<file path="config.mk">
export PLATFORM = sky130hd
export DESIGN_NAME = mips_hilo_muldiv_unit_flat
export DESIGN_NICKNAME = d
export VERILOG_FILES = /design/src/rtl/mips_hilo_muldiv_unit_if.sv /design/src/rtl/mips_hilo_muldiv_unit.sv /design/src/flat_wrapper.sv
export SDC_FILE = /design/constraint.sdc
export NUM_CORES = 2
export LEC_CHECK = 0
export CAP_MARGIN = 20
export CELL_PAD_IN_SITES_DETAIL_PLACEMENT = 0
export CELL_PAD_IN_SITES_GLOBAL_PLACEMENT = 1
export CORE_MARGIN = 2
export CORE_UTILIZATION = 35
export DETAILED_ROUTE_END_ITERATION = 6
export PLACE_DENSITY = 0.72
export SKIP_LAST_GASP = 1
export SYNTH_ARGS = -nofsm -noshare
export SYNTH_HDL_FRONTEND = slang
export SYNTH_SLANG_ARGS = --single-unit
</file>
<file path="constraint.sdc">
create_clock -name clk -period 13.95 [get_ports clk]
set_input_delay 1.395 -clock clk [delete_from_list [all_inputs] [get_ports clk]]
set_output_delay 1.395 -clock clk [all_outputs]
set_load 0.02 [all_outputs]
</file>
<file path="src/rtl/mips_hilo_muldiv_unit_if.sv">
// ----------------------------------------------------------------------------
// mips_hilo_muldiv_unit_if
//   Request / write-back bundle between the execute stage and the HI/LO
//   multiply-divide unit.
//
//   master (execute stage) drives : i_valid, i_op, i_rs_dat, i_rt_dat, i_flush
//   slave  (HI/LO unit)    drives : o_ready, o_SPR_h_dat, o_SPR_h_val,
//                                   o_SPR_l_dat, o_SPR_l_val, o_div_zero
// ----------------------------------------------------------------------------
interface mips_hilo_muldiv_unit_if #(
    parameter int N = 32
);
    logic         i_valid;
    logic         o_ready;
    logic [2:0]   i_op;
    logic [N-1:0] i_rs_dat;
    logic [N-1:0] i_rt_dat;
    logic         i_flush;
    logic [N-1:0] o_SPR_h_dat;
    logic         o_SPR_h_val;
    logic [N-1:0] o_SPR_l_dat;
    logic         o_SPR_l_val;
    logic         o_div_zero;

    modport master (
        output i_valid, i_op, i_rs_dat, i_rt_dat, i_flush,
        input  o_ready, o_SPR_h_dat, o_SPR_h_val, o_SPR_l_dat, o_SPR_l_val, o_div_zero
    );

    modport slave (
        input  i_valid, i_op, i_rs_dat, i_rt_dat, i_flush,
        output o_ready, o_SPR_h_dat, o_SPR_h_val, o_SPR_l_dat, o_SPR_l_val, o_div_zero
    );
endinterface

</file>
<file path="src/rtl/mips_hilo_muldiv_unit.sv">
// ----------------------------------------------------------------------------
// mips_hilo_muldiv_unit
//   Multi-cycle HI/LO unit for the MIPS32 execute stage. Executes
//   MULT/MULTU/MADD/MADDU (MUL_LAT cycles), DIV/DIVU (restoring division,
//   N iterations plus one sign-fix cycle) and MTHI/MTLO (single edge).
//   Owns the HI/LO registers and strobes o_SPR_h_val / o_SPR_l_val for one
//   cycle after each update.
//
//   Parameters : N       operand / register width (even, >= 8)
//                MUL_LAT accept-to-update latency of multiplies (1..4)
//   Ports      : clk     rising-edge clock
//                rstn    asynchronous active-low reset
//                bus     mips_hilo_muldiv_unit_if.slave (request + write-back)
//
//   i_op: 000 MULT, 001 MULTU, 010 DIV, 011 DIVU,
//         100 MTHI, 101 MTLO, 110 MADD, 111 MADDU
// ----------------------------------------------------------------------------
module mips_hilo_muldiv_unit #(
    parameter int N       = 32,
    parameter int MUL_LAT = 2
) (
    input  logic                     clk,
    input  logic                     rstn,
    mips_hilo_muldiv_unit_if.slave   bus
);

    localparam int             CW       = $clog2(N + 2);
    localparam logic [CW-1:0]  CNT_ONE  = CW'(1);
    localparam logic [CW-1:0]  MUL_LAST = CW'(MUL_LAT);
    localparam logic [CW-1:0]  DIV_LAST = CW'(N);

    typedef enum logic [1:0] {S_IDLE, S_MUL, S_DIV, S_FIX} state_t;

    typedef enum logic [2:0] {
        OP_MULT  = 3'b000,
        OP_MULTU = 3'b001,
        OP_DIV   = 3'b010,
        OP_DIVU  = 3'b011,
        OP_MTHI  = 3'b100,
        OP_MTLO  = 3'b101,
        OP_MADD  = 3'b110,
        OP_MADDU = 3'b111
    } op_t;

    state_t        state_q, state_d;
    logic [CW-1:0] cnt_q;
    op_t           op_q;
    logic [N-1:0]  rs_q, rt_q;          // raw operands, held for the whole op
    logic [N-1:0]  hi_q, lo_q;
    logic [N-1:0]  quo_q, rem_q, dvs_q; // restoring-division working registers
    logic          h_val_q, l_val_q, dz_q;

    // ------------------------------------------------------------------
    // Request decode
    // ------------------------------------------------------------------
    op_t          req_op;
    logic         req_signed;
    logic         req_is_mul;
    logic         req_is_div;
    logic         accept;
    logic [N-1:0] rs_mag, rt_mag;

    assign req_op     = op_t'(bus.i_op);
    // Even opcodes are the signed variants (MTHI/MTLO don't care).
    assign req_signed = ~bus.i_op[0];
    assign req_is_mul = (req_op == OP_MULT) || (req_op == OP_MULTU) ||
                        (req_op == OP_MADD) || (req_op == OP_MADDU);
    assign req_is_div = (req_op == OP_DIV) || (req_op == OP_DIVU);
    // A flush in the same cycle as a request drops the request.
    assign accept     = bus.i_valid && (state_q == S_IDLE) && !bus.i_flush;

    // The divider works on magnitudes; signs are restored in S_FIX.
    assign rs_mag = (req_signed && bus.i_rs_dat[N-1]) ? -bus.i_rs_dat : bus.i_rs_dat;
    assign rt_mag = (req_signed && bus.i_rt_dat[N-1]) ? -bus.i_rt_dat : bus.i_rt_dat;

    // ------------------------------------------------------------------
    // Multiply datapath: extending both operands to 2N bits makes one
    // unsigned multiplier give the right low 2N bits for signed ops too.
    // ------------------------------------------------------------------
    logic           op_signed;
    logic [2*N-1:0] ext_a, ext_b, prod, mul_res;

    assign op_signed = ~op_q[0];
    assign ext_a     = {{N{op_signed & rs_q[N-1]}}, rs_q};
    assign ext_b     = {{N{op_signed & rt_q[N-1]}}, rt_q};
    assign prod      = ext_a * ext_b;
    // MADD/MADDU (op bit 2 set in S_MUL) accumulate into the live HI/LO.
    assign mul_res   = op_q[2] ? ({hi_q, lo_q} + prod) : prod;

    // ------------------------------------------------------------------
    // Division step and sign correction
    // ------------------------------------------------------------------
    logic [N:0]   partial, diff;
    logic         neg_quo, neg_rem, div_by_zero;
    logic [N-1:0] quo_fix, rem_fix;

    assign partial     = {rem_q, quo_q[N-1]};
    assign diff        = partial - {1'b0, dvs_q};
    // Quotient truncates toward zero; remainder follows the dividend sign.
    assign neg_quo     = op_signed && (rs_q[N-1] ^ rt_q[N-1]);
    assign neg_rem     = op_signed && rs_q[N-1];
    assign quo_fix     = neg_quo ? -quo_q : quo_q;
    assign rem_fix     = neg_rem ? -rem_q : rem_q;
    assign div_by_zero = (rt_q == '0);

    // ------------------------------------------------------------------
    // FSM
    // ------------------------------------------------------------------
    logic mul_done, div_done;

    always_ff @(posedge clk or negedge rstn) begin
        // NOTE: sequential state uses non-blocking assignments so every
        // register samples pre-edge values regardless of statement order.
        if (!rstn) state_q <= S_IDLE;
        else       state_q <= state_d;
    end

    always_comb begin
        // NOTE: every output of this block gets a default first, so no path
        // leaves a signal unassigned and no latch is inferred.
        state_d  = state_q;
        mul_done = 1'b0;
        div_done = 1'b0;
        case (state_q)
            S_IDLE: begin
                if (accept && req_is_mul)      state_d = S_MUL;
                else if (accept && req_is_div) state_d = S_DIV;
            end
            S_MUL: begin
                if (bus.i_flush) begin
                    state_d = S_IDLE;
                end else if (cnt_q == MUL_LAST) begin
                    state_d  = S_IDLE;
                    mul_done = 1'b1;
                end
            end
            S_DIV: begin
                if (bus.i_flush)            state_d = S_IDLE;
                else if (cnt_q == DIV_LAST) state_d = S_FIX;
            end
            S_FIX: begin
                state_d  = S_IDLE;
                div_done = !bus.i_flush;
            end
            default: state_d = S_IDLE;
        endcase
    end

    // ------------------------------------------------------------------
    // Datapath registers
    // ------------------------------------------------------------------
    always_ff @(posedge clk or negedge rstn) begin
        if (!rstn) begin
            cnt_q   <= '0;
            op_q    <= OP_MULT;
            rs_q    <= '0;
            rt_q    <= '0;
            hi_q    <= '0;
            lo_q    <= '0;
            quo_q   <= '0;
            rem_q   <= '0;
            dvs_q   <= '0;
            h_val_q <= 1'b0;
            l_val_q <= 1'b0;
            dz_q    <= 1'b0;
        end else begin
            h_val_q <= 1'b0;
            l_val_q <= 1'b0;
            dz_q    <= 1'b0;
            case (state_q)
                S_IDLE: begin
                    if (accept) begin
                        op_q  <= req_op;
                        rs_q  <= bus.i_rs_dat;
                        rt_q  <= bus.i_rt_dat;
                        cnt_q <= CNT_ONE;
                        quo_q <= rs_mag;
                        dvs_q <= rt_mag;
                        rem_q <= '0;
                        if (req_op == OP_MTHI) begin
                            hi_q    <= bus.i_rs_dat;
                            h_val_q <= 1'b1;
                        end
                        if (req_op == OP_MTLO) begin
                            lo_q    <= bus.i_rs_dat;
                            l_val_q <= 1'b1;
                        end
                    end
                end
                S_MUL: begin
                    cnt_q <= cnt_q + CNT_ONE;
                    if (mul_done) begin
                        {hi_q, lo_q} <= mul_res;
                        h_val_q      <= 1'b1;
                        l_val_q      <= 1'b1;
                    end
                end
                S_DIV: begin
                    // One quotient bit per cycle; restore when the trial
                    // subtraction goes negative.
                    cnt_q <= cnt_q + CNT_ONE;
                    rem_q <= diff[N] ? partial[N-1:0] : diff[N-1:0];
                    quo_q <= {quo_q[N-2:0], ~diff[N]};
                end
                S_FIX: begin
                    if (div_done) begin
                        if (div_by_zero) begin
                            lo_q <= '1;
                            hi_q <= rs_q;
                        end else begin
                            lo_q <= quo_fix;
                            hi_q <= rem_fix;
                        end
                        h_val_q <= 1'b1;
                        l_val_q <= 1'b1;
                        dz_q    <= div_by_zero;
                    end
                end
                default: ;
            endcase
        end
    end

    assign bus.o_ready     = (state_q == S_IDLE);
    assign bus.o_SPR_h_dat = hi_q;
    assign bus.o_SPR_h_val = h_val_q;
    assign bus.o_SPR_l_dat = lo_q;
    assign bus.o_SPR_l_val = l_val_q;
    assign bus.o_div_zero  = dz_q;

endmodule

</file>
<file path="src/flat_wrapper.sv">
// flat-port wrapper written by rule: the top's interface ports become plain ports
module mips_hilo_muldiv_unit_flat 
#(
    parameter int N       = 32,
    parameter int MUL_LAT = 2
)
  (clk, rstn, bus_i_valid, bus_i_op, bus_i_rs_dat, bus_i_rt_dat, bus_i_flush, bus_o_ready, bus_o_SPR_h_dat, bus_o_SPR_h_val, bus_o_SPR_l_dat, bus_o_SPR_l_val, bus_o_div_zero);
  mips_hilo_muldiv_unit_if #(.N(N)) bus_i ();
  input  logic clk;
  input  logic rstn;
  input wire logic [$bits(bus_i.i_valid)-1:0] bus_i_valid;
  input wire logic [$bits(bus_i.i_op)-1:0] bus_i_op;
  input wire logic [$bits(bus_i.i_rs_dat)-1:0] bus_i_rs_dat;
  input wire logic [$bits(bus_i.i_rt_dat)-1:0] bus_i_rt_dat;
  input wire logic [$bits(bus_i.i_flush)-1:0] bus_i_flush;
  output wire logic [$bits(bus_i.o_ready)-1:0] bus_o_ready;
  output wire logic [$bits(bus_i.o_SPR_h_dat)-1:0] bus_o_SPR_h_dat;
  output wire logic [$bits(bus_i.o_SPR_h_val)-1:0] bus_o_SPR_h_val;
  output wire logic [$bits(bus_i.o_SPR_l_dat)-1:0] bus_o_SPR_l_dat;
  output wire logic [$bits(bus_i.o_SPR_l_val)-1:0] bus_o_SPR_l_val;
  output wire logic [$bits(bus_i.o_div_zero)-1:0] bus_o_div_zero;
  assign bus_i.i_valid = bus_i_valid;
  assign bus_i.i_op = bus_i_op;
  assign bus_i.i_rs_dat = bus_i_rs_dat;
  assign bus_i.i_rt_dat = bus_i_rt_dat;
  assign bus_i.i_flush = bus_i_flush;
  assign bus_o_ready = bus_i.o_ready;
  assign bus_o_SPR_h_dat = bus_i.o_SPR_h_dat;
  assign bus_o_SPR_h_val = bus_i.o_SPR_h_val;
  assign bus_o_SPR_l_dat = bus_i.o_SPR_l_dat;
  assign bus_o_SPR_l_val = bus_i.o_SPR_l_val;
  assign bus_o_div_zero = bus_i.o_div_zero;
  mips_hilo_muldiv_unit #(.N(N), .MUL_LAT(MUL_LAT)) u_core (.clk(clk), .rstn(rstn), .bus(bus_i));
endmodule
</file>
==> metrics <==
status=finished clean; Root Buffer=clkbuf_16; share of layout cells above drive strength 1=0.0344; RSZ-0062 raised after global routing=no; mapped cell area=between 50000 and 60000 um2; ys flop type=dfrtp_1; synth unique cells=87; WL per Instance=~21 um; dpl cells=8716; total setup buffers inserted after CTS=0; Final Hold Vio Count=0; reg2reg start=u_core.op_q[0]$_DFFE_PN0P_; gr usage total=0.223; worst skew pair latency=~0.62 ns; routed wire length=185000 um; RR Endpoint=u_core.bus.o_SPR_h_dat[31]$_DFFE_PN0P_; Final Cycle Share=0.842; synthesis-to-finish area growth=7.97%; global placement routability congestion=between 0.9 and 1; CP peak stage delay=between 0.7 and 0.8 ns; Die X-Extent=between 400 and 500 um; area occupied by multi-input gates=45500 um2; antenna violations before repair=5; setup-violating endpoint count in the final report=0; Core Box Area=163000 um2; DRT iter0 DRCs=about 3400; drt pass-1 iters=6; r2r worst-path depth=33; Final Core Density=0.381; syn nets=~8200; TNS Setup=0 ns; Hold Crit Depth=2; CP startpoint kind=register; H-tree Lvls=1; Hold Crit Start=u_core.rt_q[17]$_DFFE_PN0P_; actual slew at the worst max-slew pin=1.16 ns; register area share after synthesis=0.103; YS warnings=0; Worst EP arrival=approximately 12 ns; ys async rst share=1.00; Max-cap violations=0; vias in the first global route=~48000; Max-slew headroom=0.226; worst setup path class=register to register; kind of end point of the critical path=register; Post-Layout Cell Count=about 9000; row cnt=~150; Reg area=between 5000 and 6000 um2; fmax=about 85 MHz; crit-path max FO=31; post-CTS resize count=0; initial core utilization=0.353; setup slack, reg-to-reg=about 2.2 ns; slowest CP cell=nor2b_4; Most common cell on crit path=fa_1; number of flops mapped to enable cells by yosys=0; vias per inst=5.22; Vias=~46000; TritonCTS clock tree=yes; Post-route DRC=0; fill count=approximately 17000; Hold EP=u_core.rt_q[17]$_DFFE_PN0P_; #FFs+latches synth=between 200 and 250; number of port buffers=approximately 140; GRT Residual Overflow=0; Sink Count=about 240; Die Ht=slightly above 400 um; Post-Syn Instances=6718; Slew Limit Fails=0; cts bufs inserted=31; ANT nets after route=0; Syn Area/Cell=8.55 um2; full die area=~170000 um2; Worst Path Required=14.44 ns; Max Buffers Root-to-Sink=3; Hold Path Class=register to register; Detail Placement HPWL=roughly 150000 um; post-cts hold buffer count=0; Worst-path clk slew=around 0.06 ns; final net count=approximately 8100; worst clock skew=between 0.02 and 0.025 ns; Final min period=around 12 ns; pin count of the biggest net entering global routing=between 100 and 150; Top Ports=about 140; first-pass GRT wire length=between 200000 and 300000 um
==> cells in the final DEF (no fill, tap or decap), drive strengths merged, types with 39 or more instances in the layout <==
cell type      instances
a21o                  95
a21oi                276
a221oi                39
and2                 408
buf                  100
clkdlybuf4s50        137
dfrtp                236
fa                  1127
ha                   321
inv                 1201
nand2               1162
nand3                 50
nor2                 238
o21ai                286
o31ai                 39
xnor2                147
xor2                 124
==> how the worst max path moves through the flow <==
stage,startpoint,endpoint,slack [ns],cells past startpoint
after floorplan,u_core.rs_q[31]$_DFFE_PN0P_,u_core.bus.o_SPR_h_dat[31]$_DFFE_PN0P_,3.43,37
after global placement,u_core.op_q[0]$_DFFE_PN0P_,u_core.bus.o_SPR_h_dat[31]$_DFFE_PN0P_,2.46,34
after detailed placement,u_core.op_q[0]$_DFFE_PN0P_,u_core.bus.o_SPR_h_dat[31]$_DFFE_PN0P_,2.40,33
after CTS,u_core.op_q[0]$_DFFE_PN0P_,u_core.bus.o_SPR_h_dat[31]$_DFFE_PN0P_,2.36,33
after global routing,u_core.op_q[0]$_DFFE_PN0P_,u_core.bus.o_SPR_h_dat[31]$_DFFE_PN0P_,1.66,34
final,u_core.op_q[0]$_DFFE_PN0P_,u_core.bus.o_SPR_h_dat[31]$_DFFE_PN0P_,2.21,33
==> stage by stage <==
step                hold slack (ns)  setup slack [ns]  area (um2)
floorplan                     0.450              3.43       57500
global placement              0.460              2.46       60800
detailed placement            0.465              2.40       60800
CTS                           0.481              2.36       62000
global route                  0.497              1.66       62000
finish                        0.478              2.21       62000
==> area by class of cell <==
| cell class | instances | share of cell area |
|---|---|---|
| Antenna cell | 2 | 0.0000807 |
| Inverter | 1202 | 0.0727 |
| Sequential cell | 236 | 0.0952 |
| Timing Repair Buffer | 237 | 0.0348 |
| Clock inverter | 20 | 0.00571 |
| Multi-Input combinational cell | 4869 | 0.734 |
| Clock buffer | 38 | 0.0136 |
| Tap cell | 2175 | 0.0439 |
==> metal layers <==
layer  track usage  routed length (um)  vias to the layer above  part of all wire
met2         0.374               88800                     1438              0.48
met5             0                   0                        -                 0
li1              -                   -                    20500                 -
met3        0.0280               11300                      237             0.061
met1         0.302               79300                    23700              0.43
met4        0.0605                5960                        0             0.032
==> synthesized netlist by cell type (50+ instances only) <==
cell type     n  area (um2)
o21ai_0     284        1420
clkbuf_1    389        1460
inv_1      1200        4500
nor2_1      238         893
nand2_1    1162        4360
fa_1       1127       22600
xnor2_1     147        1290
dfrtp_1     236        5910
a21oi_1     276        1380
and2_1      408        2550
nand3_1      50         250
ha_1        321        4020
a21o_1       95         713
xor2_1      124        1090
==> kinds of logic (layout without fill, tap and decap cells) <==
kind of cell,count (synthesis),after routing,share of synthesized area
other,0,2,0
and+or+nand+nor,2100,2100,0.168
AOI/OAI and AO/OA,992,992,0.109
buffers and inverters,1613,1497,0.106
muxes,56,56,0.0101
adders and majority gates,1448,1448,0.463
xor gates and xnor gates,273,273,0.0421
DFF,236,236,0.103
==> sequential cells by signal, indices dropped and copies added (netlist names) <==
signal                  flops
u_core.rt_q                31
u_core.rem_q               32
u_core.quo_q               32
u_core.state_q              2
u_core.bus.o_SPR_h_dat     32
u_core.dvs_q               32
u_core.cnt_q                6
u_core.bus.o_SPR_h_val      1
u_core.rs_q                32
u_core.bus.o_SPR_l_dat     32
u_core.bus.o_div_zero       1
u_core.bus.o_SPR_l_val      1
u_core.op_q                 2
==> critical path: cells and delay by family (launching register included) <==
kind | cells | cell delay [ns]
xor+xnor | 2 | 0.42
fa+ha+maj | 10 | 5.12
compound gates | 3 | 0.63
simple gates | 13 | 4.10
flops | 1 | 0.69
buf+inv | 5 | 0.62
Power is not shown: default switching activity piles up to over one toggle a cycle in this logic, so the estimate is an artifact.
